==> src/rtl/serial_subtractor.sv <==
// Bit-serial two's-complement subtractor: diff = a - b - bin, one bit per clock, LSB first.
// One full-subtractor cell plus a borrow flop; results are held until the next operation completes.
module serial_subtractor #(
  parameter int N = 4
) (
  input  logic         clk,
  input  logic         reset,
  input  logic         start,
  input  logic [N-1:0] a,
  input  logic [N-1:0] b,
  input  logic         bin,
  output logic         busy,
  output logic         done,
  output logic [N-1:0] diff,
  output logic         bout,
  output logic         overflow
);

  localparam int CW = $clog2(N);

  typedef enum logic {IDLE, RUN} state_t;

  state_t         state_q, state_d;
  logic [CW-1:0]  cnt_q, cnt_d;
  logic [N-1:0]   a_sh_q, a_sh_d;
  logic [N-1:0]   b_sh_q, b_sh_d;
  logic [N-1:0]   res_q, res_d;
  logic [N-1:0]   diff_q, diff_d;
  logic           br_q, br_d;
  logic           bout_q, bout_d;
  logic           ovf_q, ovf_d;
  logic           done_q, done_d;

  logic           a_bit, b_bit, d_bit, br_next;

  // Handshake: start is sampled only in IDLE; done pulses for one cycle when
  // diff/bout/overflow take their new values, which then hold until the next completion.
  always_comb begin
    a_bit   = a_sh_q[0];
    b_bit   = b_sh_q[0];
    d_bit   = a_bit ^ b_bit ^ br_q;
    br_next = (~a_bit & b_bit) | (~(a_bit ^ b_bit) & br_q);

    state_d = state_q;
    cnt_d   = cnt_q;
    a_sh_d  = a_sh_q;
    b_sh_d  = b_sh_q;
    res_d   = res_q;
    diff_d  = diff_q;
    br_d    = br_q;
    bout_d  = bout_q;
    ovf_d   = ovf_q;
    done_d  = 1'b0;

    case (state_q)
      IDLE: begin
        if (start) begin
          a_sh_d  = a;
          b_sh_d  = b;
          br_d    = bin;
          cnt_d   = '0;
          state_d = RUN;
        end
      end
      RUN: begin
        a_sh_d = a_sh_q >> 1;
        b_sh_d = b_sh_q >> 1;
        br_d   = br_next;
        res_d  = {d_bit, res_q[N-1:1]};
        cnt_d  = cnt_q + CW'(1);
        if (cnt_q == CW'(N - 1)) begin
          // br_q is the borrow into the MSB here, br_next the borrow out of it.
          state_d = IDLE;
          diff_d  = res_d;
          bout_d  = br_next;
          ovf_d   = br_q ^ br_next;
          done_d  = 1'b1;
        end
      end
      default: state_d = IDLE;
    endcase
  end

  always_ff @(posedge clk or posedge reset) begin
    if (reset) begin
      state_q <= IDLE;
      cnt_q   <= '0;
      a_sh_q  <= '0;
      b_sh_q  <= '0;
      res_q   <= '0;
      diff_q  <= '0;
      br_q    <= 1'b0;
      bout_q  <= 1'b0;
      ovf_q   <= 1'b0;
      done_q  <= 1'b0;
    end else begin
      state_q <= state_d;
      cnt_q   <= cnt_d;
      a_sh_q  <= a_sh_d;
      b_sh_q  <= b_sh_d;
      res_q   <= res_d;
      diff_q  <= diff_d;
      br_q    <= br_d;
      bout_q  <= bout_d;
      ovf_q   <= ovf_d;
      done_q  <= done_d;
    end
  end

  assign busy     = (state_q == RUN);
  assign done     = done_q;
  assign diff     = diff_q;
  assign bout     = bout_q;
  assign overflow = ovf_q;

endmodule
==> config.mk <==
export PLATFORM = sky130hd
export DESIGN_NAME = serial_subtractor
export DESIGN_NICKNAME = d
export VERILOG_FILES = /design/src/rtl/serial_subtractor.sv
export SDC_FILE = /design/constraint.sdc
export NUM_CORES = 1
export LEC_CHECK = 0
export CAP_MARGIN = 20
export CELL_PAD_IN_SITES_DETAIL_PLACEMENT = 0
export CELL_PAD_IN_SITES_GLOBAL_PLACEMENT = 1
export CORE_ASPECT_RATIO = 0.6
export CORE_MARGIN = 3
export CORE_UTILIZATION = 35
export CTS_BUF_LIST = sky130_fd_sc_hd__clkbuf_4 sky130_fd_sc_hd__clkbuf_8
export DETAILED_ROUTE_END_ITERATION = 6
export GPL_TIMING_DRIVEN = 0
export PLACE_DENSITY = 0.71
export SLEW_MARGIN = 20
export SYNTH_ARGS = -nofsm -noshare
export SYNTH_HDL_FRONTEND = slang
export SYNTH_SLANG_ARGS = --single-unit
export TNS_END_PERCENT = 50
==> constraint.sdc <==
create_clock -name clk -period 3.1 [get_ports clk]
set_clock_uncertainty 0.15 [all_clocks]
set_input_delay 0.62 -clock clk [delete_from_list [all_inputs] [get_ports clk]]
set_output_delay 0.62 -clock clk [all_outputs]
set_load 0.1 [all_outputs]
# Word-level counts from Yosys, hierarchy flattened
# Cells that the tools add are included.
dict set report classes {
  addsub 1
  n_mul 0
  div_mod_pow 0
  magnitude_cmp 0
  eq_ne 2
  shifts 0
  n_mux 13
  n_bitwise 9
  n_reduce_logical 1
}
# operator count
set op_table {}
lappend op_table {{$pmux W4 S2} 2}
lappend op_table {{$mux W4} 2}
lappend op_table {{$mux W1} 5}
lappend op_table {{$pmux W1 S2} 2}
lappend op_table {{$pmux W2 S2} 1}
lappend op_table {{$not A1 Y1} 3}
lappend op_table {{$xor A1 B1 Y1} 3}
lappend op_table {{$add A2 B1 Y2 const B} 1}
lappend op_table {{$and A1 B1 Y1} 2}
lappend op_table {{$eq A2 B2 Y1 const B} 1}
lappend op_table {{$mux W2} 1}
lappend op_table {{$ne A2 B2 Y1 const B} 1}
lappend op_table {{$reduce_and A2 Y1} 1}
lappend op_table {{$or A1 B1 Y1} 1}
dict set report totals {
  ff_bits 23
  latchBits 0
  ram_bits 0
  mem_bits_ro 0
  output_inout_bits 8
  n_memories 0
}

# Longest topological paths before layout
dict set report logic_depth {
  ltp_word 5
  depth_mapped 4
  depth_no_buf 4
}

# Worst setup path after synthesis
# No wires, ideal clock.
dict set report synth_timing {
  path_type {reg-to-reg}
  from {register state_q (netlist: busy)}
  to {register diff_q[0] (netlist: diff[0])}
  setup_time_ns 0.125
  t_arrival_ns 1.517
  t_required_ns 2.825
  path_slack_ns 1.308
  stages_incl_launch_ff 4
  path_cell_list {dfrtp_1 buf_6 nand2_4 mux2_4}
}
dict set report synth_between {
  elab_chain_cells 1
}
# element line
set synth_rtl {}
lappend synth_rtl {{start: declaration} 23} ;# state_t state_q, state_d;
lappend synth_rtl {{start signal: assignment} 97} ;# state_q <= state_d;
lappend synth_rtl {{$reduce_and A2 Y1 (no source line)} --}
lappend synth_rtl {{end signal: assignment} 102} ;# diff_q <= diff_d;
lappend synth_rtl {{end: declaration} 28} ;# logic [N-1:0] diff_q, diff_d;
# No other way between the ends.
# A chain may end at the register's enable or synchronous reset.

# Final worst setup path
dict set report layout_timing {
  from {register state_q (netlist: busy)}
  to {output port busy}
}
# element line
set layout_lines {}
lappend layout_lines {{end: declaration} 12} ;# output logic busy,
# No word-level cell between the ends.

==> key figures <==
Clocking
  – Cells resized by post-CTS repair: 0
  – H-Tree Depth: 1
  – CTS tree: built
  – Buffers inserted during post-CTS setup optimization: 0
  – Number of buffers created by CTS: 3
  – Number of buffers on the longest clock path: 2
  – Post-CTS Hold Buffers: 0
  – Buffer cell driving the clock tree root: sky130_fd_sc_hd__clkbuf_8
  – Clk sink count: 22
  – Insertion delay to the later sink of the worst-skew pair: 270 ps
  – Clock slew seen by the registers of the worst setup and hold paths: 80 ps

Layout
  – Post-Layout Cell Count: 129
  – Antenna cell count: 0
  – Share of post-route cells with drive strength above 1: 0.175
  – Layout overhead on the synthesized area: 30.8%
  – Post-layout nets: 112

Setup path
  – Category of the worst setup path launch point: flip-flop
  – Sort of element at the end of the critical path: primary output
  – Required arrival time at the worst endpoint: 2330 ps
  – Cell at the slowest stage of the critical path: sky130_fd_sc_hd__clkdlybuf4s50_1
  – Critical path class: flip-flop to primary output
  – Buffering stage count on the worst path with inverters included: 1
  – Critical path fanouts, max: 2
  – Arrival time reported for the critical path endpoint: 1770 ps
  – Worst path max stage delay: 1130 ps
  – CP cell instances: clkdlybuf4s50_1
  – Largest delay share family, worst path: buffers and inverters

Routing
  – Iteration-0 DRC Markers: 22
  – Drt total wl: 1810 um
  – Via count of the routed design: 593
  – Mean routed wirelength per cell: 14.0 um
  – Total iterations of the first detailed-routing run: 3
  – Remaining DRCs: 0
  – Final ANT Viol Nets: 0
  – Post-detailed-route via-to-cell ratio: 4.60

GRT
  – Initial antenna violation count: 0
  – Total routing usage reported by global routing: 0.129
  – Maximum number of pins on one net before global-route repair: 23
  – First-pass GRT wire length: 3180 um
  – Met1 usage in global routing: 0.185
  – GRT met2 Usage: 0.176
  – Total congestion overflow after global routing: 0
  – Most heavily used metal layer in global routing: met1
  – Met3 capacity usage during global routing: 0.0534
  – Number of global-route vias before repair: 642

Timing
  – Min cycle time layout: 2540 ps
  – Final total negative setup slack: 0 ps
  – Period utilisation layout: 0.819
  – Highest achievable clock rate: 394 MHz
  – Normalized max-slew margin: 0.352
  – Hold violation count in the final report: 0
  – Unrepaired setup endpoints after global routing: no
  – Final-report max-slew violation count: 0
  – Setup-violating endpoint count in the final report: 0
  – Tightest Pin Transition: 970 ps

Logic synthesis
  – Cell type with the highest aggregate area in the netlist: sky130_fd_sc_hd__dfrtp_1
  – Number of nets in the synthesized netlist: 88
  – Sequential-to-total area share from yosys stat: 0.562
  – Synthesis Warnings: 0
  – Mean Syn Cell Area: 13.2 um2
  – Cell types occupying the most area after synthesis: sky130_fd_sc_hd__dfrtp_1 (56%), sky130_fd_sc_hd__mux2i_1 (12%), sky130_fd_sc_hd__mux2_4 (7.7%)
  – Post-synthesis instance total: 74
  – Total standard cell area after synthesis: 980 um2
  – Top cell type's share of synthesized area: 0.562
  – Number of distinct standard cells referenced by the synthesized netlist: 19
  – Flop and latch count out of synthesis: 22

Floorplanning
  – Starting density of the core: 0.378
  – # rows: 14
  – Full die area: 3490 um2
  – Area of the core region: 2590 um2
  – Die extent in y: 47.0 um
  – Number of top-level pins: 20
  – Die Span X: 74.3 um

Place
  – Global placement routability congestion: 0.728
  – Total of buffers placed on input and output ports: 19
  – Post-Place Cells: 125
  – Placed wire-length estimate: 1310 um

Worst hold path
  – Worst hold path class: flip-flop to flip-flop

Flow run
  – Total of max-cap violations: 0

Outcome
  – Result of the run: completed
## cell usage after synthesis (all sizes together)
cell / n
dfrtp: 22
mux2i: 12
mux2: 8
nand2: 7
o21ai: 6
inv: 5
buf: 4
nor2: 3
a21oi: 1
a22o: 1
a31oi: 1
fa: 1
ha: 1
nand2b: 1
xnor2: 1
## area by class of cell
class	count	area [um2]
repair buffers	19	190
clock buffers	3	41.3
well taps	32	40.0
inverters	5	18.8
plain buffers	4	38.8
multi-input cells	43	372
clock inverters	1	30.0
flip-flops and latches	22	551
fillers	245	1310
## metal layers
metal,up-vias,share of wire,wire length (um)
li1,294,-,-
met1,281,0.52,943
met2,16,0.40,719
met3,2,0.070,127
met4,0,0.0094,17
met5,-,0,0
## path summary, 6_finish.rpt
| check | start | to | slack, ps | cells past startpoint |
|---|---|---|---|---|
| setup / recovery | busy | busy | 560 | 1 |
| hold / removal | a_sh_q[3] | a_sh_q[2] | 320 | 2 |
| setup reg to reg | a_sh_q[0] | overflow | 1510 | 3 |
| hold reg to reg | a_sh_q[3] | a_sh_q[2] | 320 | 2 |
| max in group asynchronous | reset | b_sh_q[2] | 1590 | 2 |
| min in group asynchronous | reset | cnt_q[1] | 680 | 2 |
## cells in the final DEF (no fill, tap or decap)
cell	Yosys	final
sky130_fd_sc_hd__mux2_4	5	5
sky130_fd_sc_hd__clkdlybuf4s50_1	0	19
sky130_fd_sc_hd__buf_6	3	3
sky130_fd_sc_hd__mux2_2	3	3
sky130_fd_sc_hd__buf_2	1	1
sky130_fd_sc_hd__o21ai_1	5	5
sky130_fd_sc_hd__inv_1	5	5
sky130_fd_sc_hd__fa_1	1	1
sky130_fd_sc_hd__a21oi_1	1	1
sky130_fd_sc_hd__bufinv_16	0	1
sky130_fd_sc_hd__clkbuf_8	0	3
sky130_fd_sc_hd__a22o_1	1	1
sky130_fd_sc_hd__nand2_4	1	1
sky130_fd_sc_hd__nand2b_1	1	1
sky130_fd_sc_hd__mux2i_1	12	12
sky130_fd_sc_hd__dfrtp_1	22	22
sky130_fd_sc_hd__nor2_1	3	3
sky130_fd_sc_hd__ha_1	1	1
sky130_fd_sc_hd__xnor2_1	1	1
sky130_fd_sc_hd__o21ai_0	1	1
sky130_fd_sc_hd__nand2_1	6	6
sky130_fd_sc_hd__a31oi_1	1	1
## metrics by stage
step	setup slack, ps	area (um2)	hold slack (ps)	utilization
floorplan	1310	980	302	-
global placement	857	1210	317	0.467
detailed placement	850	1210	324	0.467
CTS	548	1280	334	0.494
global route	504	1280	369	0.494
finish	560	1280	323	0.494
## cell families (layout without fill, tap and decap cells)
family / after synthesis / after routing / synth area share
DFF: 22 / 22 / 0.562
muxes: 20 / 20 / 0.234
and+or+nand+nor: 11 / 11 / 0.0524
AOI/OAI and AO/OA: 9 / 9 / 0.0511
buffers and inverters: 9 / 32 / 0.0587
adders and majority gates: 2 / 2 / 0.0332
xor gates and xnor gates: 1 / 1 / 0.00894
## flip-flops by register name, summed over array words and instances, names as in the netlist
name,cells
a_sh_q,4
b_sh_q,4
bout,1
br_q,1
busy,1
cnt_q,2
diff,4
done,1
overflow,1
res_q,3
Power is not shown: default switching activity piles up to over one toggle a cycle in this logic, so the estimate is an artifact.
